<file path="config.mk">
export PLATFORM = sky130hd
export DESIGN_NAME = jk_excitation_driver
export DESIGN_NICKNAME = d
export VERILOG_FILES = /design/src/rtl/jk_excitation_driver.sv
export SDC_FILE = /design/constraint.sdc
export NUM_CORES = 1
export LEC_CHECK = 0
export ABC_AREA = 1
export CAP_MARGIN = 10
export CORE_MARGIN = 2
export CORE_UTILIZATION = 40
export CTS_BUF_LIST = sky130_fd_sc_hd__clkbuf_4 sky130_fd_sc_hd__clkbuf_8
export CTS_CLUSTER_DIAMETER = 80
export DETAILED_ROUTE_END_ITERATION = 10
export PLACE_DENSITY = 0.67
export SLEW_MARGIN = 15
export SYNTH_ARGS = -nofsm -noshare
export SYNTH_HDL_FRONTEND = slang
export SYNTH_SLANG_ARGS = --single-unit
</file>
<file path="constraint.sdc">
create_clock -name CLOCK -period 1.3 [get_ports CLOCK]
set_input_delay 0.195 -clock CLOCK [delete_from_list [all_inputs] [get_ports CLOCK]]
set_output_delay 0.195 -clock CLOCK [all_outputs]
set_load 0.02 [all_outputs]
</file>
<file path="src/rtl/jk_excitation_driver.sv">
// jk_excitation_driver
// Steps a JK flip-flop through a latched N-bit target sequence, LSB first.
// For each bit it derives J/K from the flop's present Q with the JK
// excitation table, pulses enable for one cycle, then compares the flop's
// new Q against the target and keeps a saturating mismatch count.
// Per bit the run spends one DRIVE cycle and one CHECK cycle, so a run of
// N bits ends with a one-cycle FINISH, 2N+1 cycles after the accepted start.

module jk_excitation_driver #(
    parameter int unsigned N  = 8,
    parameter int unsigned CW = 4
) (
    input  logic          CLOCK,
    input  logic          RESET,
    input  logic          start,
    input  logic [N-1:0]  pattern,
    input  logic          q_in,
    output logic          J,
    output logic          K,
    output logic          enable,
    output logic          busy,
    output logic          done,
    output logic [CW-1:0] err_count,
    output logic          last_ok
);

    localparam int unsigned IW = (N > 1) ? $clog2(N) : 1;
    localparam logic [IW-1:0] IDX_LAST = IW'(N - 1);
    localparam logic [CW-1:0] ERR_MAX  = {CW{1'b1}};

    typedef enum logic [1:0] {
        IDLE   = 2'd0,
        DRIVE  = 2'd1,
        CHECK  = 2'd2,
        FINISH = 2'd3
    } state_e;

    state_e        state_q;
    logic [IW-1:0] idx_q;
    logic [N-1:0]  pat_q;
    logic          j_q;
    logic          k_q;
    logic          enable_q;
    logic          busy_q;
    logic          done_q;
    logic [CW-1:0] err_count_q;
    logic          last_ok_q;

    logic [IW-1:0] idx_nxt_d;
    logic          drive_t_d;
    logic          j_d;
    logic          k_d;
    logic          check_ok_d;
    logic [CW-1:0] err_inc_d;

    // Target of the upcoming DRIVE, its J/K excitation, and the CHECK result.
    always_comb begin
        idx_nxt_d  = idx_q + IW'(1);
        drive_t_d  = 1'b0;
        if (state_q == IDLE) begin
            // pat_q is not yet loaded on the starting edge; take bit 0 live
            drive_t_d = pattern[0];
        end else begin
            drive_t_d = pat_q[idx_nxt_d];
        end
        // Set only when Q must rise, reset only when Q must fall; don't-cares are 0
        j_d        = ~q_in & drive_t_d;
        k_d        = q_in & ~drive_t_d;
        check_ok_d = (q_in == pat_q[idx_q]);
        err_inc_d  = (err_count_q == ERR_MAX) ? err_count_q : (err_count_q + CW'(1));
    end

    // Sequencer: state, bit index, latched pattern and all registered outputs.
    always_ff @(posedge CLOCK or negedge RESET) begin
        if (!RESET) begin
            state_q     <= IDLE;
            idx_q       <= '0;
            pat_q       <= '0;
            j_q         <= 1'b0;
            k_q         <= 1'b0;
            enable_q    <= 1'b0;
            busy_q      <= 1'b0;
            done_q      <= 1'b0;
            err_count_q <= '0;
            last_ok_q   <= 1'b0;
        end else begin
            // Flop controls and done are single-cycle unless re-asserted below
            j_q      <= 1'b0;
            k_q      <= 1'b0;
            enable_q <= 1'b0;
            done_q   <= 1'b0;
            case (state_q)
                IDLE: begin
                    if (start) begin
                        pat_q       <= pattern;
                        idx_q       <= '0;
                        err_count_q <= '0;
                        last_ok_q   <= 1'b0;
                        busy_q      <= 1'b1;
                        j_q         <= j_d;
                        k_q         <= k_d;
                        enable_q    <= 1'b1;
                        state_q     <= DRIVE;
                    end
                end
                DRIVE: begin
                    state_q <= CHECK;
                end
                CHECK: begin
                    last_ok_q <= check_ok_d;
                    if (!check_ok_d) begin
                        err_count_q <= err_inc_d;
                    end
                    if (idx_q == IDX_LAST) begin
                        busy_q  <= 1'b0;
                        done_q  <= 1'b1;
                        state_q <= FINISH;
                    end else begin
                        // Q is settled here, so the next bit's J/K come from it directly
                        idx_q    <= idx_nxt_d;
                        j_q      <= j_d;
                        k_q      <= k_d;
                        enable_q <= 1'b1;
                        state_q  <= DRIVE;
                    end
                end
                FINISH: begin
                    state_q <= IDLE;
                end
                default: begin
                    state_q <= IDLE;
                end
            endcase
        end
    end

    assign J         = j_q;
    assign K         = k_q;
    assign enable    = enable_q;
    assign busy      = busy_q;
    assign done      = done_q;
    assign err_count = err_count_q;
    assign last_ok   = last_ok_q;

endmodule

</file>
==> flow_summary.toml <==
[floorplanning]
io-pin-count = 22
start_util = 0.430
die_h_um = 58.9
coreArea_um2 = 2810
rows = 19
die_w_um = 58.9
dieArea_um2 = 3470

[worst_setup_path]
r2r-end = "J"
critPathMaxFanout = 3
reg2reg_slack_ps = -170
slowest_delay_ps = 470
crit_buf_inv = 2
required_ps = 1530
worstSetupEndpointType = "flop"
critPathArrivalTime_ps = 1700
startpoint_type = "flop"
reg2regPathDepth = 7
critPathSlowestCell = "dfrtp_2"
criticalPathCategory = "reg -> reg"
cp_top_family = "flip-flops"
timing.rr.start = "idx_q[0]"
path_cells = "ha_4 -> inv_4 -> o211ai_1 -> nand3_2 -> a31oi_4 -> buf_4 -> nor3_2"

[placement]
io_buffers = 21
place_area_um2 = 1580
placedCellCount = 206
preCtsSetupSlack_ps = -162
gp_congestion = 0.892
place_hpwl_um = 1850

[hold_path]
hold_path_class = "in -> async"

[yosys]
synth_area_leaders = "dfrtp_1, nand2_1, inv_1, nor2_1, nand3_2"
synth_xor_area_frac = 0.00726
synth_compound_area_frac = 0.0768
synth_edf_count = 0
synthArstFlopShare = 1.00
synth-warning-count = 0
synth_top_area_share = 0.477
synth-simple-area-share = 0.315
syn_inst = 143
yosysTopAreaCell = "dfrtp_1"
syn_area_um2 = 1210
syn_area_per_cell_um2 = 8.43
yosysMostFrequentCell = "nand2_1"
synth_seq_cells = 23
synth_common_cells = "nand2_1, dfrtp_1, inv_1"
synth_top_family_by_area = "simple AND/OR/NAND/NOR gates"
syn_nets = 158
muxShareOfSynthArea = 0
ys_seq_area_frac = 0.477
ys.flop_type = "dfrtp_1"
ys_types = 24
synth_fa_ha_area_frac = 0.0311

[timing]
slew_violations = 0
slew_headroom = 0.798
fin_crit_sh = 1.13
fin_crit_ps = 1470
rsz0062_at_grt = "true"
worst_pin_slew_ps = 304
fin_worst_skew_ps = 5.65
finalSetupViolCount = 9
fmaxAchievable_mhz = 680
hold_viol_final = 0
final.setup.worst_slack_ps = -170

[pwr]
power_w = 0.00372
power.density_nw_per_um2 = 2140
p_leak_nw = 0.853
irDropWorstVdd_v = 0.00103

[cts]
cts_tree = "yes"
cts_root_buf = "clkbuf_4"
path_clk_slew_ps = 130
insertion_delay_ps = 320
cts_hold_buf = 0
cts.sinks = 23
clockBufferDepth = 2
cts_made_buffers = 3
cts_htree_levels = 1

[finish]
drive_above_1_share = 0.383
diodes = 0
area_growth_pct = 44.3
nNetsFinal = 199
fin_cells = 214
final_area_um2 = 1740
final_util = 0.620

[global_routing]
track_usage = 0.172
grt_max_degree = 24
grt_overflow = 0
grt_pass1_vias = 1054
grt_pass1_wl_um = 4540
antenna_found_initial = 0

[detailed_routing]
wirelength_um = 2690
routed_via_density = 4.91
num_vias = 1051
final_antenna_net_count = 0
drc_errors = 3
drt_iter0_drc = 21
wl_per_cell_um = 12.6
first_pass_iters = 7

[run]
drv_cap = 0

[status]
violations = "DRC, setup timing"
status = "complete, but fails checks"
==> state kept, by name, summed over array words and instances (netlist names) <==
name and cells:
busy 1, enable 1, err_count 4, pat_q 8, K 1, state_q 2, idx_q 3, last_ok 1
J 1, done 1
==> final cells by class <==
type | instances | area (um^2)
sequential | 23 | 579
inverter | 22 | 100
multi-input combinational | 95 | 634
fill | 247 | 1060
timing repair buffer | 39 | 358
tap | 31 | 38.8
clock buffer | 4 | 30.0
==> worst max path at each step <==
stage,cells past startpoint,startpoint,to
2_1_floorplan,7,idx_q[1],K
3_3_place_gp,7,idx_q[0],K
3_5_place_dp,7,idx_q[0],K
4_1_cts,7,idx_q[0],K
5_1_grt,11,idx_q[0],err_count[0]
6_report,7,idx_q[0],J
==> layout by cell type (no fill, tap or decap), types with 2 or more instances in the layout <==
cell / count
clkbuf_2: 2
nand2_2: 11
buf_4: 12
buf_6: 5
ha_4: 2
nand3_1: 7
inv_2: 4
dfrtp_1: 20
dfrtp_2: 3
inv_1: 15
o21ai_2: 2
a21oi_1: 7
clkbuf_4: 4
clkdlybuf4s50_1: 11
nand2_1: 23
nand3_2: 10
inv_4: 2
nand2_4: 4
nor2_1: 15
o21ai_0: 2
dlygate4sd2_1: 7
==> stage by stage <==
stage                     hold WS [ps]  TNS, ps
after floorplan                   -101    -23.0
after global placement             473     -428
after detailed placement           479     -752
after CTS                          220     -603
after global routing               233    -1580
final                              215     -957
==> repair_timing <==
action	4_1_cts	5_1_grt
endpoints found under the setup margin	21	20
hold endpoints to repair	0	0
resized for setup	29	22
pin swaps	8	9
buffers inserted	3	3
==> worst register-to-register path, cell delays in order (launching register included) <==
cell and delay (ps):
dfrtp_2 470, ha_4 310, inv_4 40, o211ai_1 90, nand3_2 130, a31oi_4 180
buf_4 130, nor3_2 30
==> cell families (layout without fill, tap and decap cells) <==
| family | after synthesis | in the layout |
|---|---|---|
| compound gates | 16 | 16 |
| xor+xnor | 1 | 1 |
| fa+ha+maj | 3 | 3 |
| buf+inv | 25 | 65 |
| flops | 23 | 23 |
| simple gates | 75 | 75 |
==> metal layers <==
layer / part of all wire / track usage / routed length (um) / vias to the layer above
met5: 0 / 0 / 0 / -
met4: 0.022 / 0.0877 / 58 / 0
met3: 0.029 / 0.0242 / 77 / 7
met2: 0.48 / 0.270 / 1300 / 23
met1: 0.47 / 0.232 / 1250 / 490
li1: - / - / - / 531
==> power by group <==
group | internal [W] | total, W | switching, W
registers | 0.000967 | 0.00110 | 0.000137
clock network | 0.000141 | 0.000357 | 0.000216
logic | 0.000971 | 0.00226 | 0.00129
total | 0.00208 | 0.00372 | 0.00164
Power figures use the tool's default switching activity.
